**src/rtl/conv_sequencer.sv**
```systemverilog
// 3x3 convolution sequencer: walks the source frame in raster order and
// writes one clamped, filtered pixel per 11-cycle slot into the destination.
module conv_sequencer #(
  parameter int IMG_W  = 160,
  parameter int IMG_H  = 120,
  parameter int ADDR_W = 15,
  parameter int PIX_W  = 3
) (
  input  logic              clk_proc,
  input  logic              rst,
  input  logic              start,
  input  logic              abort,
  input  logic [1:0]        kernel_sel,
  output logic              busy,
  output logic              done,
  output logic              src_rd,
  output logic [ADDR_W-1:0] src_addr,
  input  logic [PIX_W-1:0]  src_data,
  output logic              dst_wr,
  output logic [ADDR_W-1:0] dst_addr,
  output logic [PIX_W-1:0]  dst_data
);

  localparam logic [ADDR_W-1:0] XMAX = ADDR_W'(IMG_W - 1);
  localparam logic [ADDR_W-1:0] YMAX = ADDR_W'(IMG_H - 1);
  localparam logic signed [8:0] PMAX = 9'((1 << PIX_W) - 1);

  typedef enum logic [2:0] {
    S_IDLE, S_READ, S_DRAIN, S_WRITE, S_DONE
  } state_t;

  state_t            state;
  logic [3:0]        tap, s1_tap, nt;
  logic [ADDR_W-1:0] px, py, pix, nx, ny, naddr;
  logic [1:0]        ksel;
  logic              s1_rd, s1_live, go_read, inr, last_pix;
  logic signed [8:0] acc, cf, dv, term, sum, shf;
  logic [PIX_W-1:0]  res;
  int                sx, sy;

  function automatic logic signed [4:0] coef(
    input logic [1:0] k,
    input logic [3:0] t
  );
    logic corner, centre;
    corner = (t == 4'd0) || (t == 4'd2) ||
             (t == 4'd6) || (t == 4'd8);
    centre = (t == 4'd4);
    unique case (k)
      2'd0:    coef = centre ? 5'sd1 : 5'sd0;
      2'd1:    coef = centre ? 5'sd4 :
                      (corner ? 5'sd1 : 5'sd2);
      2'd2:    coef = centre ? 5'sd5 :
                      (corner ? 5'sd0 : -5'sd1);
      default: coef = centre ? 5'sd8 : -5'sd1;
    endcase
  endfunction

  // Tap slot that the coming edge will issue, and its neighbour address.
  always_comb begin
    last_pix = (px == XMAX) && (py == YMAX);
    go_read  = 1'b0;
    nt       = '0;
    nx       = px;
    ny       = py;
    unique case (state)
      S_IDLE: begin
        go_read = start;
        nx      = '0;
        ny      = '0;
      end
      S_READ: begin
        go_read = (tap != 4'd8);
        nt      = tap + 4'd1;
      end
      S_WRITE: begin
        go_read = !last_pix;
        nx      = (px == XMAX) ? '0 : px + 1'b1;
        ny      = (px == XMAX) ? py + 1'b1 : py;
      end
      default: ;
    endcase
    sx    = int'(nx) + int'(nt % 4'd3) - 1;
    sy    = int'(ny) + int'(nt / 4'd3) - 1;
    inr   = go_read && sx >= 0 && sx < IMG_W &&
            sy >= 0 && sy < IMG_H;
    naddr = inr ? ADDR_W'(sy * IMG_W + sx) : '0;
  end

  // Returning data belongs to the tap issued one slot earlier.
  always_comb begin
    cf   = 9'(coef(ksel, s1_tap));
    dv   = s1_rd ? $signed(9'(src_data)) : '0;
    term = cf * dv;
    sum  = (s1_tap == 4'd0) ? term : acc + term;
    shf  = (ksel == 2'd1) ? (sum >>> 4) : sum;
    if (shf < 0)
      res = '0;
    else if (shf > PMAX)
      res = PIX_W'(PMAX);
    else
      res = PIX_W'(shf);
  end

  always_ff @(posedge clk_proc) begin
    if (rst) begin
      state    <= S_IDLE;
      tap      <= '0;
      px       <= '0;
      py       <= '0;
      pix      <= '0;
      ksel     <= '0;
      s1_rd    <= 1'b0;
      s1_live  <= 1'b0;
      s1_tap   <= '0;
      acc      <= '0;
      busy     <= 1'b0;
      done     <= 1'b0;
      src_rd   <= 1'b0;
      src_addr <= '0;
      dst_wr   <= 1'b0;
      dst_addr <= '0;
      dst_data <= '0;
    end else begin
      s1_rd    <= src_rd;
      s1_live  <= (state == S_READ);
      s1_tap   <= tap;
      if (s1_live) acc <= sum;
      src_rd   <= inr && !abort;
      src_addr <= abort ? '0 : naddr;
      dst_wr   <= 1'b0;
      done     <= 1'b0;
      if (abort) begin
        state <= S_IDLE;
        busy  <= 1'b0;
      end else begin
        unique case (state)
          S_IDLE: if (start) begin
            state <= S_READ;
            busy  <= 1'b1;
            ksel  <= kernel_sel;
            tap   <= '0;
            px    <= nx;
            py    <= ny;
            pix   <= '0;
          end
          S_READ: begin
            if (tap == 4'd8) state <= S_DRAIN;
            else tap <= nt;
          end
          S_DRAIN: begin
            state    <= S_WRITE;
            dst_wr   <= 1'b1;
            dst_addr <= pix;
            dst_data <= res;
          end
          S_WRITE: begin
            pix <= pix + 1'b1;
            if (last_pix) begin
              state <= S_DONE;
              done  <= 1'b1;
            end else begin
              state <= S_READ;
              tap   <= '0;
              px    <= nx;
              py    <= ny;
            end
          end
          default: begin
            state <= S_IDLE;
            busy  <= 1'b0;
          end
        endcase
      end
    end
  end

endmodule

```
**config.mk**
```make
export PLATFORM = sky130hd
export DESIGN_NAME = conv_sequencer
export DESIGN_NICKNAME = d
export VERILOG_FILES = /design/src/rtl/conv_sequencer.sv
export SDC_FILE = /design/constraint.sdc
export NUM_CORES = 1
export LEC_CHECK = 0
export BUFFER_PORTS_ARGS = -buffer_cell sky130_fd_sc_hd__buf_2
export CORE_ASPECT_RATIO = 0.75
export CORE_MARGIN = 3
export CORE_UTILIZATION = 35
export CTS_CLUSTER_DIAMETER = 200
export CTS_CLUSTER_SIZE = 12
export DETAILED_ROUTE_END_ITERATION = 7
export GPL_TIMING_DRIVEN = 0
export HOLD_SLACK_MARGIN = 0.05
export PLACE_DENSITY = 0.59
export RECOVER_POWER = 50
export SLEW_MARGIN = 25
export SYNTH_ARGS = -nofsm -noshare
export SYNTH_HDL_FRONTEND = slang
export SYNTH_SLANG_ARGS = --single-unit
```
**constraint.sdc**
```tcl
create_clock -name clk_proc -period 6.2 [get_ports clk_proc]
set_input_delay 0.62 -clock clk_proc [delete_from_list [all_inputs] [get_ports clk_proc]]
set_output_delay 0.62 -clock clk_proc [all_outputs]
set_load 0.01 [all_outputs]
```
-- Word level (Yosys, flattened, before mapping)
Cells that the tools add are included.
- word-level logic and storage cells: 123
- bits in registers: 106
- input bits: 9
- output and inout port bits: 37
- bitwise logic cells: 4
- muxes and demuxes: 38
- add/sub/neg operators: 10
- multipliers: 2
- reductions and logical operators: 27
- eq/ne operators: 17
- div/mod/pow operators: 2
- order comparisons: 6
- operator list (cell ; number):
    $pmux 15 s2 ; 5
    $mux 15 ; 7
    $add 16x32->32 ; 2
    $ge 32x1->1 const B ; 2
    $sub 32x2->32 const B ; 2
    $add 15x1->15 const B ; 3
    $div 4x2->32 const B ; 1
    $lt 32x8->1 const B ; 1
    $lt 32x9->1 const B ; 1
    $mod 4x2->32 const B ; 1
    $mul 32x4->10 const B ; 1
    $mux 3 ; 7
    $mux 4 ; 4
    $add 15x15->15 ; 1
    $eq 15x7->1 const B ; 1
    $eq 15x8->1 const B ; 1
    $mux 5 ; 3
    $pmux 5 s3 ; 1
    $pmux 3 s4 ; 1
    $pmux 4 s3 ; 1
    $add 9x9->9 ; 1
    $gt 9x4->1 const B ; 1
    $lt 9x1->1 const B ; 1
    $mul 5x4->9 ; 1
    other kinds (32) ; 56

-- Longest topological paths before layout
- depth after elaboration: 14
- depth in mapped cells: 32
- gate-level depth less buffers: 30

-- Least setup slack after synthesis
Ideal clock, no wire load.
- path kind: reg-to-reg
- start point: register tap[0]
- end point: register src_addr[13]
- library setup time: 73 ps
- cell stages (with the launch flop): 33
- path buffers: 4
- path slack: -122 ps
- arrival time: 6249 ps
- clock period less this slack: 6322 ps
- required time: 6127 ps
- cells stage by stage: dfxtp_1 buf_2 inv_1 ha_1 clkbuf_1 and2_1 ha_1 ha_1 a311o_1 buf_4 a21oi_1 ha_1 nor3_2 ha_1 inv_1 ha_1 inv_1 fa_1 nor2b_1 o2111ai_1 nand4_1 a311oi_1 ha_1 nor2b_1 o2111ai_1 a2111oi_0 nand4b_1 a2111oi_0 nand4b_1 nor4_2 nand4_2 buf_6 nor3_2
- word-level cells in the longest chain between the ends: 12
- elaborated cells between the ends (all ways): 22
- classes of those cells: add/sub: 6; mul: 1; div: 2; order compare: 4; eq/ne: 1; mux: 2; bitwise: 1; reduce/logical: 5
- ends and longest elaborated chain (what ; line ; RTL):
    start, declared ; 33 ; logic [3:0] tap, s1_tap, nt;
    start signal, assigned ; 149 ; else tap <= nt;
    parallel branches: the longest is 12 deep, another holds $div 4x2->32 ; n/a ;
    end signal, assigned ; 130 ; src_addr <= abort ? '0 : naddr;
    end, declared ; 17 ; output logic [ADDR_W-1:0] src_addr,
Several ways; the timed one is not identified.
A chain may end at the register's enable or synchronous reset.

-- Worst setup path in the final report
- start point: register tap[0]
- end point: register src_addr[0]
- word-level cells in the longest chain between the ends: 12
- elaborated cells between the ends (all ways): 21
- classes of those cells: add/sub: 6; div: 2; order compare: 4; eq/ne: 1; mux: 2; bitwise: 1; reduce/logical: 5
- ends and longest elaborated chain (what ; line ; RTL):
    $add 4x1->4 ; 74 ; nt = tap + 4'd1;
    $mux 4 ; 66 ; unique case (state)
    $mod 4x2->32 ; 83 ; sx = int'(nx) + int'(nt % 4'd3) - 1;
    $add 16x32->32 ; 83 ;
    $sub 32x2->32 ; 83 ;
    $ge 32x1->1 ; 85 ; inr = go_read && sx >= 0 && sx < IMG_W &&
    $logic_and 1x1->1 (3 in a row) ; 85 ;
    $logic_and 1x1->1 ; 86 ; sy >= 0 && sy < IMG_H;
    $not 1->1 (no line) ; n/a ;
    $reduce_or 3->1 (no line) ; n/a ;
Parallel ways exist; a longest one is shown, timed or not.

==> impl_metrics.yaml <==
timing:
  fmaxAchievable_ghz: 0.163
  hold_viol: 0
  fin_crit_ns: 6.15
  period_share_pct: 99.2
  drv_slew: 0
  slew_headroom_pct: 39.6
  worst_pin_slew_ns: 0.895
  grt_setup_unrepaired: "yes"
  setup_violations: 0
  finalSetupTns_ns: 0
  fin_skew_ns: 0.0147
finish:
  nets: 1611
  finalNonFillerCells: 1863
  syn_to_final_growth_pct: 19.1
  num_antenna_cells: 0
  drive_above_1_share_pct: 15.1
grt:
  grt-ovfl-total: 0
  grt_pass1_vias: 9028
  grt_max_degree: 20
  antenna_found_initial: 0
  track_usage_pct: 18.9
  grt_pass1_wl_um: 48100
detailed_routing:
  firstDrtPassIters: 6
  wl_um: 30900
  drt_first_iter_violations: 797
  viasPerCell: 5.44
  post_drt_wl_per_cell_um: 16.6
  vias: 10100
  drtAntennaViolNets: 0
  route.detailed.drc: 0
yosys:
  synth_seq_cells: 106
  synth_ff_type: "dfxtp_1"
  yosysWarnings: 0
  synth_fp_nets: 1515
  postSynthCellCount: 1377
  synth_cell_type_count: 86
  synthArstFlopShare_pct: 0
  syn_avg_cell_area_um2: 7.43
  netlist_area_mm2: 0.0102
  yosysSeqAreaShare_pct: 20.7
  synth_edf_count: 0
clock_tree:
  clock_sinks: 106
  cts_root_buffer: "clkbuf_16"
  hold_buffers: 0
  clkLatencyLatePin_ns: 0.37
  clkTransAtPathRegs_ns: 0.08
  htreeDepth: 3
  numCtsBuffers: 9
  clockBufferDepth: 2
  cts_tree: "built"
pwr:
  power.clock.fraction_pct: 28.5
  power_per_cell_area_mw_per_mm2: 169
  combPwrFrac_pct: 36.7
  p_int_uw: 1300
  vdd.ir_drop.worst_uv: 123
  p_leak_uw: 0.00520
  switching_share_pct: 37.0
  pwr-share-seq_pct: 34.8
  p_switching_uw: 762
  finalPower_uw: 2060
worst_setup_path:
  critPathCaptureType: "flip-flop"
  critPathMaxFanout: 6
  crit_slowest_cell: "or4_1"
  rr_worst_depth: 27
  r2r_end: "src_addr[0]"
  slowest_delay_ns: 0.59
  critPathKind: "reg2reg"
  critPathArrivalTime_ns: 6.42
  regToRegSetupSlack_ns: 0.05
  cpMostUsedCell: "ha_4"
  start_kind: "flip-flop"
  required_ns: 6.47
  reg2reg_from: "tap[0]"
placed_design:
  placed_cells: 1806
  io_buffers: 44
  routabilityCongestion: 0.958
  hpwl_um: 23500
hold_path:
  worstHoldStart: "dst_addr[5]"
  hold_depth: 2
  hold_class: "reg2reg"
  hold_path_end: "dst_addr[5]"
die:
  core_area_mm2: 0.0284
  rows: 53
  die_area_mm2: 0.0313
  start_util_pct: 36.1
  die_h_um: 154
  die_w_um: 203
  boundaryPins: 46
run_status:
  status: "finished clean"
run:
  maxCapViolations: 0
==> Yosys cell counts, types with 5 or more instances <==
cell / n / area [um^2]
and3_1: 21 / 131
o21bai_1: 8 / 60.1
fa_1: 10 / 200
o31ai_1: 8 / 60.1
inv_1: 137 / 514
a211oi_1: 45 / 338
o21a_1: 12 / 90.1
xor2_1: 26 / 228
nand2_1: 122 / 458
ha_1: 119 / 1490
nand4_1: 14 / 87.6
a21o_1: 17 / 128
nor3b_1: 12 / 90.1
clkbuf_1: 43 / 161
xnor2_1: 39 / 342
buf_2: 13 / 65.1
nand3b_1: 6 / 45.0
nor2b_1: 19 / 119
a21oi_1: 112 / 561
nand3_1: 33 / 165
a31oi_1: 11 / 68.8
nand2b_1: 18 / 113
nor2_1: 149 / 559
nor3_1: 29 / 145
o211ai_1: 18 / 135
dfxtp_1: 106 / 2120
nor4_1: 5 / 31.3
or2_2: 5 / 31.3
mux2i_1: 14 / 140
o21ai_0: 75 / 375
a22oi_1: 13 / 97.6
o31a_1: 7 / 61.3
and2_1: 13 / 81.3
nor3_2: 9 / 90.1
==> power by group through the flow <==
stage | Combinational, uW | Sequential, uW | Clock (uW)
floorplan | 506 | 727 | 0
finish | 756 | 716 | 586
detailed placement | 656 | 732 | 0
global route | 825 | 719 | 625
CTS | 686 | 716 | 599
global placement | 653 | 732 | 0
==> sequential cells by signal, summed over array words and instances (netlist names), 2 cells and up <==
| name | flops |
|---|---|
| src_addr | 15 |
| state | 3 |
| tap | 4 |
| py | 15 |
| px | 15 |
| dst_addr | 15 |
| dst_data | 3 |
| acc | 9 |
| pix | 15 |
| ksel | 2 |
| s1_tap | 4 |
==> worst max path at each step <==
stage          slack (ns)  depth (start not counted)           end      from
2_1_floorplan        0.02                         32  src_addr[13]    tap[0]
3_3_place_gp        -1.46                         32   src_addr[0]    tap[0]
3_5_place_dp        -1.47                         32   src_addr[0]    tap[0]
4_1_cts             -0.09                         32   src_addr[0]    tap[0]
5_1_grt             -0.19                         32   src_addr[2]  state[1]
6_report             0.05                         27   src_addr[0]    tap[0]
==> cell usage in the layout (no fill, tap or decap), types with 8 or more instances in the layout <==
cell       instances
a31oi_1           10
nand2b_1          18
buf_2             17
clkbuf_1          74
and2_1            12
o21bai_1           8
xor2_1            22
nor2_1           145
nand2_1          117
nor2b_1           16
a21o_1            17
mux2i_1           13
nor3_1            22
fa_1               8
clkbuf_16          9
nor3b_1           12
a211oi_1          43
nand3_1           32
xnor2_1           36
a21oi_1           99
a21oi_2           10
ha_1             107
nand4_1           14
a22oi_1           12
o21a_1            12
ha_4               8
nor3_2            11
o211ai_1          18
buf_4             45
dfxtp_1           95
inv_1            130
o21ai_0           68
and3_1            20
==> routing by layer <==
layer | track usage [%] | up-vias | share of wire [%]
li1 | - | 5048 | -
met1 | 28.2 | 4774 | 50
met2 | 28.0 | 282 | 43
met3 | 3.94 | 27 | 5.8
met4 | 3.87 | 0 | 1.3
met5 | 0 | - | 0
==> cell type report <==
cell class,instances,area [um^2]
timing repair buffer,93,557
buffer,53,264
sequential,106,2150
clock buffer,10,229
inverter,139,532
clock inverter,6,60.1
multi-input combinational,1071,7920
tap,385,482
fill,2926,16200
==> critical path, delay by kind of cell, from the launching register on <==
kind            cells  cell delay (ns)
compound gates      7             1.50
xor+xnor            1             0.25
fa+ha+maj           5             1.24
buf+inv             7             0.81
flops               1             0.38
simple gates        7             1.86
==> logic make-up after synthesis <==
| kind of cell | after synthesis | share of synthesized area (%) |
|---|---|---|
| adder cells (fa/ha/maj) | 129 | 16.5 |
| multiplexers | 18 | 1.85 |
| flip-flops | 106 | 20.7 |
| AND/OR/NAND/NOR | 485 | 23.9 |
| XOR/XNOR | 67 | 6.05 |
| AO/OA/AOI/OAI | 372 | 23.3 |
| buffers and inverters | 200 | 7.67 |
==> per-stage QoR <==
stage	utilization [%]	hold WS (ns)	setup slack (ns)	cell area, um^2
6_report	43.0	0.459	0.0492	12200
5_1_grt	43.0	0.475	-0.191	12200
4_1_cts	41.4	0.458	-0.0923	11700
3_5_place_dp	38.5	0.446	-1.47	10900
3_3_place_gp	38.5	0.444	-1.46	10900
2_1_floorplan	-	0.444	0.0186	10200
==> timing repair <==
| action | CTS | global route |
|---|---|---|
| gates resized for setup | 80 | 84 |
| setup endpoints to repair | 16 | 16 |
| pin swaps | 31 | 48 |
| setup buffers | 26 | 23 |
Power figures use the tool's default switching activity.
